File: src/rtl/rob_retire_ctrl_pkg.sv
`default_nettype none
// =============================================================================
// rob_retire_ctrl_pkg : shared ROB commit entry type, retire FSM states and the
//                       exception / serialising classification helper.
// Revision: 1.0
// =============================================================================
package rob_retire_ctrl_pkg;

    localparam int C_DATA_W = 32;
    localparam int C_AREG_W = 5;

    typedef struct packed {
        logic [C_DATA_W-1:0] pc;
        logic                w_reg;
        logic [C_AREG_W-1:0] arf_id;
        logic [C_DATA_W-1:0] w_data;
        logic                w_mem;
        logic                mem_ld;
        logic                is_uncached;
        logic                fetch_exception;
        logic                execute_exception;
        logic                syscall_inst;
        logic                break_inst;
        logic                decode_err;
        logic                flush_inst;
        logic                ertn_en;
        logic                idle_en;
        logic                is_csr_fix;
        logic                is_tlb_fix;
        logic                is_cache_fix;
    } rob_commit_pkg_t;

    typedef enum logic [1:0] {
        RUN     = 2'd0,
        UC_WAIT = 2'd1,
        FLUSH   = 2'd2,
        IDLE    = 2'd3
    } retire_state_e;

    typedef struct packed {
        logic exc;
        logic ser;
        logic uc;
    } retire_class_t;

    // An excepting memory op never issues its uncached access.
    function automatic retire_class_t classify_entry(input rob_commit_pkg_t e);
        retire_class_t c;
        c.exc = e.fetch_exception | e.execute_exception | e.syscall_inst
              | e.break_inst | e.decode_err;
        c.ser = c.exc | e.flush_inst | e.ertn_en | e.idle_en
              | e.is_csr_fix | e.is_tlb_fix | e.is_cache_fix;
        c.uc  = e.is_uncached & (e.mem_ld | e.w_mem) & ~c.exc;
        return c;
    endfunction

endpackage
`default_nettype wire

File: src/rtl/rob_retire_ctrl.sv
`default_nettype none
// =============================================================================
// rob_retire_ctrl : in-order two-wide retirement at the ROB head, with ARF and
//                   store-buffer writeback, uncached serialisation and flushes.
// Revision: 1.0
// =============================================================================
module rob_retire_ctrl
    import rob_retire_ctrl_pkg::*;
#(
    parameter int DATA_W = 32,
    parameter int AREG_W = 5
) (
    input  logic                         clk,
    input  logic                         rst_n,
    input  logic [1:0]                   commit_valid_i,
    input  rob_commit_pkg_t [1:0]        commit_info_i,
    output logic [1:0]                   commit_req_o,
    output logic [1:0]                   arf_we_o,
    output logic [1:0][AREG_W-1:0]       arf_waddr_o,
    output logic [1:0][DATA_W-1:0]       arf_wdata_o,
    input  logic                         sb_ready_i,
    output logic                         sb_commit_o,
    output logic                         sb_slot_o,
    output logic                         uc_req_o,
    input  logic                         uc_ack_i,
    input  logic [DATA_W-1:0]            uc_rdata_i,
    input  logic [DATA_W-1:0]            exc_entry_i,
    input  logic [DATA_W-1:0]            era_i,
    input  logic                         int_pending_i,
    output logic                         exc_o,
    output logic                         flush_o,
    output logic [DATA_W-1:0]            redirect_pc_o,
    output logic                         idle_o
);

    retire_state_e       state_q, state_d;
    logic [DATA_W-1:0]   redirect_q, redirect_d;
    logic                flush_q, flush_d;
    logic                idle_q, idle_d;
    logic                uc_req_q, uc_req_d;

    retire_class_t       w_cls0, w_cls1;
    logic                w_st0, w_st1;
    logic                w_ret0_run, w_ret1_run;
    logic [1:0]          w_req;
    logic                w_uc_sel;
    logic                w_unused;

    assign w_cls0 = classify_entry(commit_info_i[0]);
    assign w_cls1 = classify_entry(commit_info_i[1]);

    // Only cached, non-excepting stores are handed to the store buffer.
    assign w_st0 = commit_info_i[0].w_mem & ~w_cls0.uc & ~w_cls0.exc;
    assign w_st1 = commit_info_i[1].w_mem & ~w_cls1.uc & ~w_cls1.exc;

    assign w_ret0_run = commit_valid_i[0] & ~w_cls0.uc & (~w_st0 | sb_ready_i);
    assign w_ret1_run = w_ret0_run & commit_valid_i[1]
                      & ~w_cls0.ser & ~w_cls1.ser & ~w_cls1.uc
                      & ~(commit_info_i[0].w_mem & commit_info_i[1].w_mem)
                      & (~w_st1 | sb_ready_i);

    assign w_unused = ^commit_info_i[1].pc;

    always_comb begin
        w_req       = 2'b00;
        w_uc_sel    = 1'b0;
        sb_commit_o = 1'b0;
        sb_slot_o   = 1'b0;
        exc_o       = 1'b0;
        state_d     = state_q;
        redirect_d  = redirect_q;
        uc_req_d    = uc_req_q;
        case (state_q)
            RUN: begin
                w_req       = {w_ret1_run, w_ret0_run};
                sb_commit_o = (w_ret0_run & w_st0) | (w_ret1_run & w_st1);
                sb_slot_o   = w_ret1_run & w_st1;
                exc_o       = w_ret0_run & w_cls0.exc;
                if (w_ret0_run && w_cls0.ser) begin
                    state_d = (commit_info_i[0].idle_en && !w_cls0.exc) ? IDLE : FLUSH;
                    if (w_cls0.exc)
                        redirect_d = exc_entry_i;
                    else if (commit_info_i[0].ertn_en)
                        redirect_d = era_i;
                    else
                        redirect_d = DATA_W'(commit_info_i[0].pc + C_DATA_W'(4));
                end else if (commit_valid_i[0] && w_cls0.uc) begin
                    state_d  = UC_WAIT;
                    uc_req_d = 1'b1;
                end
            end
            UC_WAIT: begin
                if (uc_ack_i) begin
                    w_req    = 2'b01;
                    w_uc_sel = 1'b1;
                    uc_req_d = 1'b0;
                    state_d  = RUN;
                end
            end
            FLUSH:   state_d = RUN;
            IDLE:    if (int_pending_i) state_d = FLUSH;
            default: state_d = RUN;
        endcase
        flush_d = (state_d == FLUSH);
        idle_d  = (state_d == IDLE);
    end

    assign commit_req_o = w_req;

    always_comb begin
        arf_we_o[0]    = w_req[0] & commit_info_i[0].w_reg
                       & (|commit_info_i[0].arf_id) & ~w_cls0.exc;
        arf_we_o[1]    = w_req[1] & commit_info_i[1].w_reg
                       & (|commit_info_i[1].arf_id) & ~w_cls1.exc;
        arf_waddr_o[0] = AREG_W'(commit_info_i[0].arf_id);
        arf_waddr_o[1] = AREG_W'(commit_info_i[1].arf_id);
        arf_wdata_o[0] = (w_uc_sel && commit_info_i[0].w_reg)
                       ? uc_rdata_i : DATA_W'(commit_info_i[0].w_data);
        arf_wdata_o[1] = DATA_W'(commit_info_i[1].w_data);
    end

    always_ff @(posedge clk) begin
        if (!rst_n) begin
            state_q    <= RUN;
            redirect_q <= '0;
            flush_q    <= 1'b0;
            idle_q     <= 1'b0;
            uc_req_q   <= 1'b0;
        end else begin
            state_q    <= state_d;
            redirect_q <= redirect_d;
            flush_q    <= flush_d;
            idle_q     <= idle_d;
            uc_req_q   <= uc_req_d;
        end
    end

    assign flush_o       = flush_q;
    assign idle_o        = idle_q;
    assign uc_req_o      = uc_req_q;
    assign redirect_pc_o = redirect_q;

endmodule
`default_nettype wire

File: config.mk
export PLATFORM = sky130hd
export DESIGN_NAME = rob_retire_ctrl
export DESIGN_NICKNAME = d
export VERILOG_FILES = /design/src/rtl/rob_retire_ctrl_pkg.sv /design/src/rtl/rob_retire_ctrl.sv
export SDC_FILE = /design/constraint.sdc
export NUM_CORES = 1
export LEC_CHECK = 0
export BUFFER_PORTS_ARGS = -buffer_cell sky130_fd_sc_hd__buf_2
export CORE_AREA = 2 2 152 154
export CTS_BUF_LIST = sky130_fd_sc_hd__clkbuf_16
export DETAILED_ROUTE_END_ITERATION = 8
export DIE_AREA = 0 0 154 156
export HOLD_SLACK_MARGIN = 0.15
export PLACE_DENSITY = 0.43
export SYNTH_ARGS = -nofsm -noshare
export SYNTH_HDL_FRONTEND = slang
export SYNTH_SLANG_ARGS = --single-unit
File: constraint.sdc
create_clock -name clk -period 3.4 [get_ports clk]
set_input_delay 0.17 -clock clk [delete_from_list [all_inputs] [get_ports clk]]
set_output_delay 0.17 -clock clk [all_outputs]
set_load 0.005 [all_outputs]
Yosys cells after proc, flatten, opt, wreduce, memory -nomap -nowiden

Index checks and enable logic that the tools add are counted.

Register bits after elaboration: 37
Input bits: 271
Output and inout bits: 116

$add $sub $neg: 1
Eq/ne operators: 8
Multiplexer cells: 20
Bitwise operators: 60
Reductions and logical operators: 11

Operators with widths:

| operator                                             | number |
|---|---|
| 2-to-1 mux 32 bit                                    | 3 |
| adder 32 x 3 -> 32 bit (second input constant)       | 1 |
| bitwise AND 1 bit                                    | 26 |
| OR 1 bit                                             | 25 |
| 2-to-1 mux 1 bit                                     | 10 |
| OR reduction 5 bit                                   | 2 |
| inverter 1 bit                                       | 9 |
| equality test 2 bit (second input constant)          | 4 |
| 2-to-1 mux 2 bit                                     | 4 |
| one-hot mux 2 bit (4 select lines)                   | 1 |
| != test 2 bit (second input constant)                | 3 |
| logical AND 1 bit                                    | 4 |
| one-hot mux 2 bit (2 select lines)                   | 1 |
| AND reduction 4 bit                                  | 1 |
| equality test 2 x 1 -> 1 bit (second input constant) | 1 |
| logical NOT 2 bit                                    | 1 |
| one-hot mux 1 bit (2 select lines)                   | 1 |
| AND reduction 2 bit                                  | 1 |
| nonzero test 2 bit                                   | 1 |
| logical NOT 1 bit                                    | 1 |

Depth between registers and ports, before layout

Word-level depth: 22
Gate-level depth with buffers: 8
Mapped depth without buffers: 7

Least setup slack after synthesis

Ideal clock, no wire load.

Path type: in2reg
From: input commit_info_i[3] (netlist name)
To: register redirect_q[4], in the netlist redirect_pc_o[4]
Library setup time: 0.116 ns
Data arrival time: 1.790 ns
Required time: 3.284 ns
Slack: 1.494 ns
Stages on the path: 7
Path buffers: 2
Cells stage by stage: or4_1 > or3_1 > and2_4 > o21a_1 > buf_6 > buf_6 > o211a_1

Longest elaborated chain between the ends: 6

RTL lines:

| item                          | line                      | source |
|---|---|---|
| start: declaration            | rob_retire_ctrl.sv:16     | `input rob_commit_pkg_t [1:0] commit_info_i,` |
| OR 1 bit                      | rob_retire_ctrl_pkg.sv:51 | `c.ser = c.exc \| e.flush_inst \| e.ertn_en \| e.idle_en` |
| OR 1 bit (3 in series)        | rob_retire_ctrl_pkg.sv:52 | `\| e.is_csr_fix \| e.is_tlb_fix \| e.is_cache_fix;` |
| logical AND 1 bit             | rob_retire_ctrl.sv:79     | `if (w_ret0_run && w_cls0.ser) begin` |
| AND reduction 2 bit (no line) | -                         |  |
| end signal: assignment        | rob_retire_ctrl.sv:131    | `redirect_q <= redirect_d;` |
| end: declaration              | rob_retire_ctrl.sv:37     | `logic [DATA_W-1:0] redirect_q, redirect_d;` |

Every way passes these cells.
A chain may end at the register's enable or synchronous reset.

Worst setup path after layout

From: register state_q[0]
To: output sb_commit_o

Longest elaborated chain between the ends: 2

RTL lines:

| item                     | line                   | source |
|---|---|---|
| start: declaration       | rob_retire_ctrl.sv:36  | `retire_state_e state_q, state_d;` |
| start signal: assignment | rob_retire_ctrl.sv:130 | `state_q <= state_d;` |
| logical NOT 2 bit        | rob_retire_ctrl.sv:73  | `case (state_q)` |
| 2-to-1 mux 1 bit         | rob_retire_ctrl.sv:73  |  |
| end: declaration         | rob_retire_ctrl.sv:22  | `output logic sb_commit_o,` |

Every way passes these cells.

==> results.txt <==
Routed len/inst -> 16.8 um
Layout cells sized above 1 -> 0.495
Most area-hungry cell type in the Yosys netlist -> dfxtp_1
Seq/Total Area, Yosys -> 0.220
Top library cells by usage in the layout, fill and taps aside -> buf_2 (290), nand2_1 (49), o21ai_0 (41), dfxtp_1 (37), mux2_2 (32)
Antenna violations before repair -> 2
Area of all sequential standard cells -> 741 um2
Nature of the critical path endpoint -> primary output
Placer Congestion -> 0.810
Placed Area -> 0.00476 mm2
Pre-Repair DR Iteration Count -> 4
Synth-to-layout area growth -> 49.4%
Max-slew violations -> 0
Avg Cell Area, Syn -> 7.57 um2
Final critical-path required period -> 2400 ps
Area of the multi-input gates -> 0.00212 mm2
RR Startpoint -> state_q[0]
End point of the most critical hold path -> redirect_pc_o[9]
DR vias -> 4063
First DRT Iteration DRCs -> 132
Setup WS pre-CTS -> 931 ps
Highest net fanout along the worst path -> 6
Count of endpoints failing hold in the final timing report -> 0
Clock tree from TritonCTS -> done
Clock Tree Buf Depth -> 2
Core ar. -> 0.0224 mm2
Source of the worst hold timing path -> exc_entry_i[9]
Clock transition at the register clock pins on the worst setup and hold paths after CTS -> 60 ps
Maximum level of the CTS H-tree -> 2
Standby leakage power -> 2.43 nW
Number of global-route vias before repair -> 3967
Fillcell total -> 2516
Worst hold path depth -> 3
Unrepaired setup endpoints after global routing -> no
Net count reported at finish -> 960
Wire length reported by the detailed router -> 16.3 mm
Grt total ovfl -> 0
Final worst path period share -> 0.707
Data arrival time at the worst-slack endpoint -> 2230 ps
Synth Cell Area -> 0.00337 mm2
Total Die Area -> 0.0240 mm2
Min-Delay Path Class -> input pin to flop
Clock latency on the worst-skew pair -> 300 ps
Power per standard cell area -> 292 mW/mm2
Number of instances resized during post-cts repair -> 0
Top_reg_cell synth -> dfxtp_1
DR DRC count -> 0
Core utilization of the finished layout -> 0.225
Setup clock skew after layout -> 7.15 ps
R2r worst-path depth -> 4
Synthesized netlist net count -> 717
HPWL after DPL -> 13.2 mm
Most common cell after layout, fill and taps aside -> buf_2
Final Power -> 1.47 mW
Top cells by area, synth -> dfxtp_1 (22%), mux2_2 (11%), buf_4 (9.6%), o21ai_0 (6.1%), nand2_1 (5.6%)
Async SR Flop Fraction -> 0
Wire length of the first global-routing pass -> 23.3 mm
Setup slack after layout -> 995 ps
Req. time, crit path -> 3230 ps
Quantity of I/O buffers inserted on ports -> 290
Yosys warns -> 0
CTS sink count -> 37
Diode count -> 0
Achievable Freq -> 416 MHz
Measured slew at the worst slew-check pin -> 1030 ps
Std-Cell Rows -> 55
Buffer count from post-CTS setup fixing -> 0
Setup TNS Final -> 0 ps
Slack of the worst reg-to-reg path -> 1140 ps
Clock root buffer -> clkbuf_16
Count of flip-flops with a built-in enable after synthesis -> 0
Die width -> 154 um
Proportion of netlist area held by the largest area contributor -> 0.220
Relative slew slack -> 0.316
Count of unique library cells instantiated by Yosys -> 46
CTS Buf Count -> 5
Setup crit start kind -> flop
Number of violations of the max-capacitance limit -> 0
Setup violations, final -> 0
Die Y-Extent -> 156 um
Non-Filler Cell Area, Final -> 0.00503 mm2
Antenna-violating nets left -> 0
Average vias per placed instance -> 4.17
Ports placed on the boundary -> 387
Effective utilization at floorplan -> 0.151
Maximum number of pins on one net before global-route repair -> 56
Endpoint of the worst register-to-register path -> redirect_pc_o[26]
WS Path Type -> flop to primary output
Run status -> complete, no violations
Max IR drop VDD -> 0.170 mV
Global-route total usage across every layer -> 0.127
Number of flip-flops and latches in the synthesized netlist -> 37
Gate count of the mapped netlist -> 445
-- report_power, final --
group | switching (mW) | leakage [nW] | internal (mW)
Sequential | 0.0192 | 0.306 | 0.472
Clock | 0.212 | 0.0826 | 0.342
Combinational | 0.210 | 2.04 | 0.215
-- metrics by stage --
| stage | hold slack [ps] | std cells |
|---|---|---|
| floorplan | 322 | 445 |
| global placement | 340 | 955 |
| detailed placement | 340 | 955 |
| global route | 186 | 974 |
| CTS | 161 | 974 |
| finish | 166 | 974 |
-- cells in the mapped netlist (2+ instances only) --
cell / n
nor3b_1: 2
a31oi_1: 11
nand3_1: 20
nor3_1: 6
clkbuf_1: 21
nand3b_1: 5
nand4b_1: 2
o2111ai_1: 3
a21oi_1: 28
o211ai_1: 7
mux2_2: 32
dfxtp_1: 37
nor4b_1: 2
o21ai_1: 2
and3_1: 15
or4_1: 4
nand4_1: 11
a221oi_1: 10
xnor2_1: 19
nand2_1: 50
a21boi_0: 3
buf_4: 43
o211a_1: 2
o21ai_0: 41
nor4_1: 5
nor2_1: 12
mux2i_1: 4
or2_2: 2
or3_1: 2
xor2_1: 9
inv_1: 11
and2_1: 4
buf_6: 5
a2111oi_0: 3
-- layer usage --
metal	track usage	share of wire
met5	0	0.00080
met4	0.0360	0.018
met3	0.0311	0.065
met2	0.212	0.47
met1	0.164	0.45
-- repair_timing --
item                                    4_1_cts  5_1_grt
endpoints found under the hold margin        11        0
hold buffers                                 11        0
endpoints found under the setup margin        0        0
-- critical path, cell delays in order (launching register included) --
cell and delay, ps:
dfxtp_1 360, nor3b_1 480, o21ai_0 310, nand3b_1 280, nor3b_1 250, or2_2 160, buf_2 110
-- cell families (layout without fill, tap and decap cells) --
logic type,Yosys count,in the layout,synth area share
compound gates,115,115,0.208
xor+xnor,28,28,0.0728
fa+ha+maj,1,1,0.00371
buf+inv,82,326,0.151
flops,37,37,0.220
mux,36,36,0.119
simple gates,146,146,0.226
-- sequential cells by signal (all words and copies together) (netlist names) --
register       flops
uc_req_o           1
redirect_pc_o     32
state_q            2
flush_o            1
idle_o             1
-- how the worst max path moves through the flow --
| stage | from | to | slack (ps) |
|---|---|---|---|
| detailed placement | commit_info_i[3] | redirect_pc_o[21] | 930 |
| finish | state_q[0] | sb_commit_o | 1000 |
| CTS | state_q[0] | sb_commit_o | 980 |
| global placement | commit_info_i[3] | flush_o | 940 |
| floorplan | commit_info_i[3] | redirect_pc_o[4] | 1490 |
| global route | state_q[0] | sb_commit_o | 790 |
-- layout make-up --
class | count | area share
Sequential cell | 37 | 0.147
Tap cell | 285 | 0.0709
Clock buffer | 5 | 0.0249
Multi-Input combinational cell | 326 | 0.422
Timing Repair Buffer | 307 | 0.319
Inverter | 11 | 0.00820
Clock inverter | 3 | 0.00746
Note: power is estimated with default switching activity, not from simulation.
